<file path="config.mk">
export PLATFORM = sky130hd
export DESIGN_NAME = ad9914_par_responder
export DESIGN_NICKNAME = d
export VERILOG_FILES = /design/src/rtl/ad9914_pkg.sv /design/src/rtl/ad9914_strobe_sync.sv /design/src/rtl/ad9914_par_responder.sv
export SDC_FILE = /design/constraint.sdc
export NUM_CORES = 1
export LEC_CHECK = 0
export CAP_MARGIN = 10
export CORE_ASPECT_RATIO = 2
export CORE_MARGIN = 2
export CORE_UTILIZATION = 35
export CTS_CLUSTER_DIAMETER = 120
export DETAILED_ROUTE_END_ITERATION = 12
export PLACE_DENSITY = 0.62
export SLEW_MARGIN = 10
export SYNTH_ARGS = -nofsm -noshare
export SYNTH_HDL_FRONTEND = slang
export SYNTH_HIERARCHICAL = 1
export SYNTH_SLANG_ARGS = --single-unit
</file>
<file path="constraint.sdc">
create_clock -name clk -period 25.2 [get_ports clk]
set_input_delay 2.52 -clock clk [delete_from_list [all_inputs] [get_ports clk]]
set_output_delay 2.52 -clock clk [all_outputs]
set_load 0.02 [all_outputs]
</file>
<file path="src/rtl/ad9914_pkg.sv">
// Shared constants for the AD9914 parallel-port responder: register byte offsets and port widths.
package ad9914_pkg;

  localparam int DATA_W = 8;
  localparam int ADDR_W = 8;

  localparam logic [ADDR_W-1:0] CFR1      = 8'h00;
  localparam logic [ADDR_W-1:0] DRG_LL    = 8'h10;
  localparam logic [ADDR_W-1:0] DRG_UL    = 8'h14;
  localparam logic [ADDR_W-1:0] DRG_RS    = 8'h18;
  localparam logic [ADDR_W-1:0] DRG_FS    = 8'h1C;
  localparam logic [ADDR_W-1:0] DRG_RATE  = 8'h20;
  localparam logic [ADDR_W-1:0] PROF0_FTW = 8'h2C;

  // Little-endian assembly of four consecutive register bytes.
  function automatic logic [31:0] le_word(input logic [DATA_W-1:0] b0,
                                          input logic [DATA_W-1:0] b1,
                                          input logic [DATA_W-1:0] b2,
                                          input logic [DATA_W-1:0] b3);
    return {b3, b2, b1, b0};
  endfunction

endpackage

</file>
<file path="src/rtl/ad9914_strobe_sync.sv">
// Multi-flop synchroniser for one asynchronous strobe, followed by an edge-detect flop.
module ad9914_strobe_sync #(
  parameter int   SYNC_STAGES = 2,
  parameter logic IDLE        = 1'b0
) (
  input  logic clk,
  input  logic rst,
  input  logic i_async,
  output logic o_level,
  output logic o_rise,
  output logic o_fall
);

  logic [SYNC_STAGES-1:0] r_sync;
  logic                   r_prev;

  // Shift chain and edge-history flop, both parked at the strobe's idle level in reset.
  always_ff @(posedge clk) begin
    if (!rst) begin
      r_sync <= {SYNC_STAGES{IDLE}};
      r_prev <= IDLE;
    end else begin
      r_sync <= {r_sync[SYNC_STAGES-2:0], i_async};
      r_prev <= r_sync[SYNC_STAGES-1];
    end
  end

  assign o_level = r_sync[SYNC_STAGES-1];
  assign o_rise  = r_sync[SYNC_STAGES-1] & ~r_prev;
  assign o_fall  = ~r_sync[SYNC_STAGES-1] & r_prev;

endmodule

</file>
<file path="src/rtl/ad9914_par_responder.sv">
// Device-side AD9914 parallel port: buffered/active register banks, io_update promotion,
// registered read-back and decoded DRG words.
module ad9914_par_responder
  import ad9914_pkg::*;
#(
  parameter int DEPTH       = 64,
  parameter int SYNC_STAGES = 2
) (
  input  logic              clk,
  input  logic              rst,
  input  logic              p_pwd,
  input  logic              p_wr,
  input  logic              p_rd,
  input  logic [ADDR_W-1:0] p_addr,
  input  logic [DATA_W-1:0] p_data_in,
  output logic [DATA_W-1:0] p_data_out,
  output logic              p_data_oe,
  input  logic              io_update,
  input  logic              master_reset,
  output logic [31:0]       lower_limit,
  output logic [31:0]       upper_limit,
  output logic [31:0]       rate,
  output logic              update_pulse,
  output logic [15:0]       wr_count,
  output logic              addr_err
);

  localparam int IDX_W = (DEPTH > 1) ? $clog2(DEPTH) : 1;

  logic [DATA_W-1:0] r_buf [DEPTH];
  logic [DATA_W-1:0] r_act [DEPTH];
  logic [DATA_W-1:0] r_dout;
  logic [31:0]       r_ll;
  logic [31:0]       r_ul;
  logic [31:0]       r_rate;
  logic              r_upd;
  logic [15:0]       r_cnt;
  logic              r_err;

  logic w_wr_lvl, w_wr_rise, w_unused_wr_fall, w_unused_wr_lvl;
  logic w_rd_lvl, w_unused_rd_rise, w_unused_rd_fall;
  logic w_io_rise, w_unused_io_fall, w_unused_io_lvl;
  logic w_mr_lvl, w_unused_mr_rise, w_unused_mr_fall;

  ad9914_strobe_sync #(.SYNC_STAGES(SYNC_STAGES), .IDLE(1'b1)) u_sync_wr (
    .clk(clk), .rst(rst), .i_async(p_wr),
    .o_level(w_unused_wr_lvl), .o_rise(w_wr_rise), .o_fall(w_unused_wr_fall)
  );
  ad9914_strobe_sync #(.SYNC_STAGES(SYNC_STAGES), .IDLE(1'b1)) u_sync_rd (
    .clk(clk), .rst(rst), .i_async(p_rd),
    .o_level(w_rd_lvl), .o_rise(w_unused_rd_rise), .o_fall(w_unused_rd_fall)
  );
  ad9914_strobe_sync #(.SYNC_STAGES(SYNC_STAGES), .IDLE(1'b0)) u_sync_io (
    .clk(clk), .rst(rst), .i_async(io_update),
    .o_level(w_unused_io_lvl), .o_rise(w_io_rise), .o_fall(w_unused_io_fall)
  );
  ad9914_strobe_sync #(.SYNC_STAGES(SYNC_STAGES), .IDLE(1'b0)) u_sync_mr (
    .clk(clk), .rst(rst), .i_async(master_reset),
    .o_level(w_mr_lvl), .o_rise(w_unused_mr_rise), .o_fall(w_unused_mr_fall)
  );

  assign w_wr_lvl = w_unused_wr_lvl;

  logic             w_addr_ok;
  logic [IDX_W-1:0] w_idx;
  logic             w_wr_ok;
  logic             w_wr_bad;
  logic             w_rd_act;
  logic             w_rd_bad;

  assign w_addr_ok = ({{(32-ADDR_W){1'b0}}, p_addr} < 32'(DEPTH));
  assign w_idx     = p_addr[IDX_W-1:0];
  assign w_wr_ok   = w_wr_rise & ~p_pwd & w_addr_ok & ~w_mr_lvl;
  assign w_wr_bad  = w_wr_rise & ~p_pwd & ~w_addr_ok;
  assign w_rd_act  = ~w_rd_lvl & ~p_pwd;
  assign w_rd_bad  = w_rd_act & ~w_addr_ok;

  // Words that would run past the end of the bank read as zero.
  function automatic logic [31:0] word_at(input int base);
    if (base + 3 < DEPTH) begin
      return le_word(r_act[base], r_act[base+1], r_act[base+2], r_act[base+3]);
    end else begin
      return 32'h0000_0000;
    end
  endfunction

  // Banks: master_reset dominates; a same-cycle promote copies buf before the write lands.
  always_ff @(posedge clk) begin
    if (!rst || w_mr_lvl) begin
      for (int i = 0; i < DEPTH; i++) begin
        r_buf[i] <= {DATA_W{1'b0}};
        r_act[i] <= {DATA_W{1'b0}};
      end
    end else begin
      if (w_io_rise) begin
        for (int i = 0; i < DEPTH; i++) begin
          r_act[i] <= r_buf[i];
        end
      end
      if (w_wr_ok) begin
        r_buf[w_idx] <= p_data_in;
      end
    end
  end

  // Status, read-back and exported words, all registered from the active bank.
  always_ff @(posedge clk) begin
    if (!rst) begin
      r_upd  <= 1'b0;
      r_cnt  <= 16'h0000;
      r_err  <= 1'b0;
      r_dout <= {DATA_W{1'b0}};
      r_ll   <= 32'h0000_0000;
      r_ul   <= 32'h0000_0000;
      r_rate <= 32'h0000_0000;
    end else begin
      r_upd <= w_io_rise & ~w_mr_lvl;
      if (w_wr_ok && (r_cnt != 16'hFFFF)) begin
        r_cnt <= r_cnt + 16'd1;
      end
      if (w_wr_bad || w_rd_bad) begin
        r_err <= 1'b1;
      end
      if (w_rd_act) begin
        r_dout <= w_addr_ok ? r_act[w_idx] : {DATA_W{1'b0}};
      end
      r_ll   <= word_at(int'(DRG_LL));
      r_ul   <= word_at(int'(DRG_UL));
      r_rate <= word_at(int'(DRG_RATE));
    end
  end

  assign p_data_out   = r_dout;
  assign p_data_oe    = w_rd_act;
  assign lower_limit  = r_ll;
  assign upper_limit  = r_ul;
  assign rate         = r_rate;
  assign update_pulse = r_upd;
  assign wr_count     = r_cnt;
  assign addr_err     = r_err;

endmodule
</file>
### After elaboration in Yosys (flattened, before gate mapping)

Memory sizes are Yosys's and may differ from the RTL's. A register that Yosys moved wholly into a read port is not among the register bits.
Index checks and enable logic that the tools add are counted.

| word-level totals | value |
|---|---|
| register bits after elaboration | 36 |
| memory bits (writable) | 1024 |
| output and inout port bits | 123 |
| word-level logic and storage cells | 187 |
| memories | 2 |

Memory list:

| memory | depth | width | read ports | clocked after Yosys merged registers in | write ports | line | text |
|---|---|---|---|---|---|---|---|
| r_act | 64 | 8 | 13 | 12 | 64 | ad9914_par_responder.sv:31 | `logic [DATA_W-1:0] r_act [DEPTH];` |
| r_buf | 64 | 8 | 64 | 0 | 64 | ad9914_par_responder.sv:30 | `logic [DATA_W-1:0] r_buf [DEPTH];` |

| cells by class | value |
|---|---|
| add/subtract/negate cells | 1 |
| magnitude comparators | 1 |
| equality and inequality tests | 1 |
| mux-type cells | 76 |
| bitwise operators | 79 |
| reductions and logical operators | 17 |

Operators by type and width:

| cell | count |
|---|---|
| $mux 8 | 66 |
| $or 1x1->1 | 64 |
| $add 16x1->16 const B | 1 |
| $ne 16x16->1 const B | 1 |
| $logic_not 1->1 | 13 |
| $and 1x1->1 | 9 |
| $mux 1 | 9 |
| $lt 8x7->1 const B | 1 |
| $reduce_or 8->1 | 1 |
| $mux 6 | 1 |
| $not 1->1 | 6 |
| $logic_or 1x1->1 | 2 |
| $logic_and 1x1->1 | 1 |

### Longest topological paths before layout

| logic depth | value |
|---|---|
| depth after elaboration | 10 |
| mapped depth | 9 |
| gate-level depth less buffers | 7 |

### By module

The synthesis kept the hierarchy.

Modules (own cells, without submodules):

| module | instances | cells an instance | area each (um^2) | seq. area each (um^2) |
|---|---|---|---|---|
| ad9914_par_responder | 1 | 3289 | 46569.7 | 33191.8 |
| ad9914_strobe_sync | 4 | 8 | 91.3 | 60.1 |

### Least setup slack after synthesis

No wires, ideal clock.

| timing | value |
|---|---|
| path type | input -> register |
| start | input rst |
| end | memory r_act[0][0], enable pin |
| arrival | 14.758 ns |
| data required time | 24.229 ns |
| path slack | 9.470 ns |
| stages | 5 |
| buffers on the path | 3 |
| cell sequence | buf_2 > nor2b_1 > clkbuf_1 > clkbuf_1 > nand2b_1 |

RTL lines:

| item | line | text |
|---|---|---|
| from (decl) | ad9914_par_responder.sv:10 | `input logic rst,` |
| to (decl) | ad9914_par_responder.sv:31 |  |

==> impl_results.md <==
- Congestion Overflow GR: 0
- P per Cell Area: 74.2 nW/um2
- First-pass GRT wire length: 171 mm
- Pleak: 20.1 nW
- Routed WL: approximately 120 mm
- Post-route design area: 52700 um2
- Max IR drop VDD: roughly 0.00006 V
- Crit path buffers/inverters: 2
- Syn_area_per_cell: between 10 and 15 um2
- Switch share: 0.224
- Max_cap viols: 0
- Worst Hold Class: flop to flop
- Clk root buf: clkbuf_16
- Starting density of the core: 0.353
- Area grow syn2layout: 12.5%
- Die ar.: 137000 um2
- CP Class: primary input to flop
- Routed len/inst: between 20 and 25 um
- RSZ-0062 raised after global routing: false
- Switching power: a little under 0.9 mW
- CTS HTree Levels: 3
- Netlist Area Pre-Place: roughly 47000 um2
- Dpl cell area: 49800 um2
- Worst-Margin Slew: approximately 1.1 ns
- Inserted Clock Buffers: a little under 90
- Clock sinks: about 1200
- DR pass1 iterations: 6
- Number of global-route vias before repair: between 20000 and 30000
- CP top delay family: simple AND/OR/NAND/NOR gates
- Synth Warn #: 6
- Die W: ~260 um
- DP HPWL: 76.9 mm
- Sequential Power Share: 0.568
- Row count: 189
- Share of layout cells above drive strength 1: 0.0640
- Non-filler instance count after layout: about 5100
- Final Max Tran Viols: 0
- Clock share of power: 0.369
- CTS tree: built
- Residual DRC: 0
- Clk_skew: slightly above 0.02 ns
- Tmin final: between 6 and 7 ns
- Hold_buf cts: 0
- CP peak stage delay: around 1.2 ns
- Die Span Y: approximately 520 um
- Max Clk Rate: ~160 MHz
- Port Buffers: 145
- Largest net degree at the start of global routing: around 170
- Crit path arrival time: ~6.6 ns
- Final setup vio count: 0
- Critical path endpoint category: flop
- Worst skew pair latency: between 0.6 and 0.7 ns
- Vias per cell: between 5 and 6
- Core Region: between 100000 and 150000 um2
- CP max stage cell: o21ai_0
- Cell-by-cell trace of the critical path: buf_4, nor2b_4, buf_4, nand2_1, nor2_1, nand2_1, o21ai_0
- Run status: finished, final reports clean
- Setup TNS: 0 ns
- ANT nets after route: 0
- Post CTS Setup Buffer Count: 0
- Nets@finish: 3354
- Slew margin rel.: 0.231
- Final period utilization: 0.252
- WHS: roughly 0.42 ns
- Clk buf depth: 3
- Vias post-DR: between 20000 and 30000
- Worst Path Max Fanout: 99
- Initial DRC count: around 1900
- DP Cell Count: 4957
- Cell count after synthesis: around 3300
- Net Count, Synth: 3335
- Post-CTS sizing: 0
- Comb power frac: 0.063
- Worst endpoint required time: approximately 25 ns
- Routability congestion estimate: about 0.86
- Critical path launch point type: primary input
- GRT Util Overall: 0.171
- Worst-path clk slew: approximately 0.070 ns
- Antenna violations before repair: 3
- Internal power: 3.03 mW
- Fin. Hold Viols: 0
- # IOs: about 150
## per-stage QoR
stage                util  worst slack (ns)  power [mW]
global route        0.397             18.64        4.02
global placement    0.375             18.32        2.51
detailed placement  0.375             18.22        2.51
floorplan               -              9.47        2.42
finish              0.397             18.84        3.91
CTS                 0.397             18.89        3.93
## registers in the layout, indices dropped and copies added, names as in the netlist
name              flops
u_sync_rd/r_sync      2
u_sync_mr/r_sync      2
u_sync_io/r_sync      2
addr_err              1
update_pulse          1
wr_count             16
r_act               512
r_buf               512
u_sync_wr/r_sync      2
p_data_out            8
u_sync_io/r_prev      1
rate                 32
lower_limit          32
u_sync_wr/r_prev      1
upper_limit          32
## layout by cell type, fill, tap and decap left out, types with 10 or more instances in the layout
cell	count
a21oi_1	12
a221o_1	24
a221oi_1	60
and2_1	863
and3_1	275
buf_4	49
bufinv_16	10
clkbuf_1	14
clkbuf_16	91
clkdlybuf4s50_1	134
clkinv_1	17
clkinv_2	15
dfxtp_1	132
edfxtp_1	1024
inv_1	46
mux2i_1	129
nand2_1	66
nand2b_1	12
nor2_1	78
o21a_1	24
o21ai_0	65
o21ai_1	14
o22a_1	32
o22ai_1	42
o31ai_1	13
o32a_1	16
o32ai_1	26
## power groups by stage
stage,registers [mW],clock network [mW],logic [mW]
5_1_grt,2.23,1.53,0.258
4_1_cts,2.22,1.47,0.247
3_5_place_dp,2.27,0,0.246
2_1_floorplan,2.29,0,0.135
3_3_place_gp,2.26,0,0.244
6_report,2.22,1.44,0.245
## per-layer routing
metal	GRT usage	wire, um	up-vias
met1	0.167	39600	12900
li1	-	-	12000
met2	0.339	66600	807
met4	0.105	7700	2
met5	0	13	-
met3	0.0208	5120	243
## cell type report
type | instances | area (um2)
fillers | 12100 | 80000
flip-flops and latches | 1156 | 33400
multi-input cells | 1841 | 12200
clock buffers | 107 | 2360
well taps | 1719 | 2150
repair buffers | 195 | 1810
clock inverters | 58 | 584
inverters | 47 | 176
diodes | 2 | 5.00
## worst register-to-register path: stages, from the launching register on
cell      delay (ns)
dfxtp_1         0.33
nor2b_4         0.12
buf_4           0.82
nand2b_4        0.91
buf_4           0.81
buf_4           0.99
buf_4           0.86
## path summary, 6_finish.rpt
check                 startpoint                  end  slack, ns  depth (start not counted)
max                          rst         r_buf[14][6]      18.84                          7
min          u_sync_rd/r_sync[0]  u_sync_rd/r_sync[1]       0.42                          1
max reg2reg  u_sync_io/r_sync[1]         r_act[53][1]      19.95                          6
min reg2reg  u_sync_rd/r_sync[0]  u_sync_rd/r_sync[1]       0.42                          1
Power figures use the tool's default switching activity.
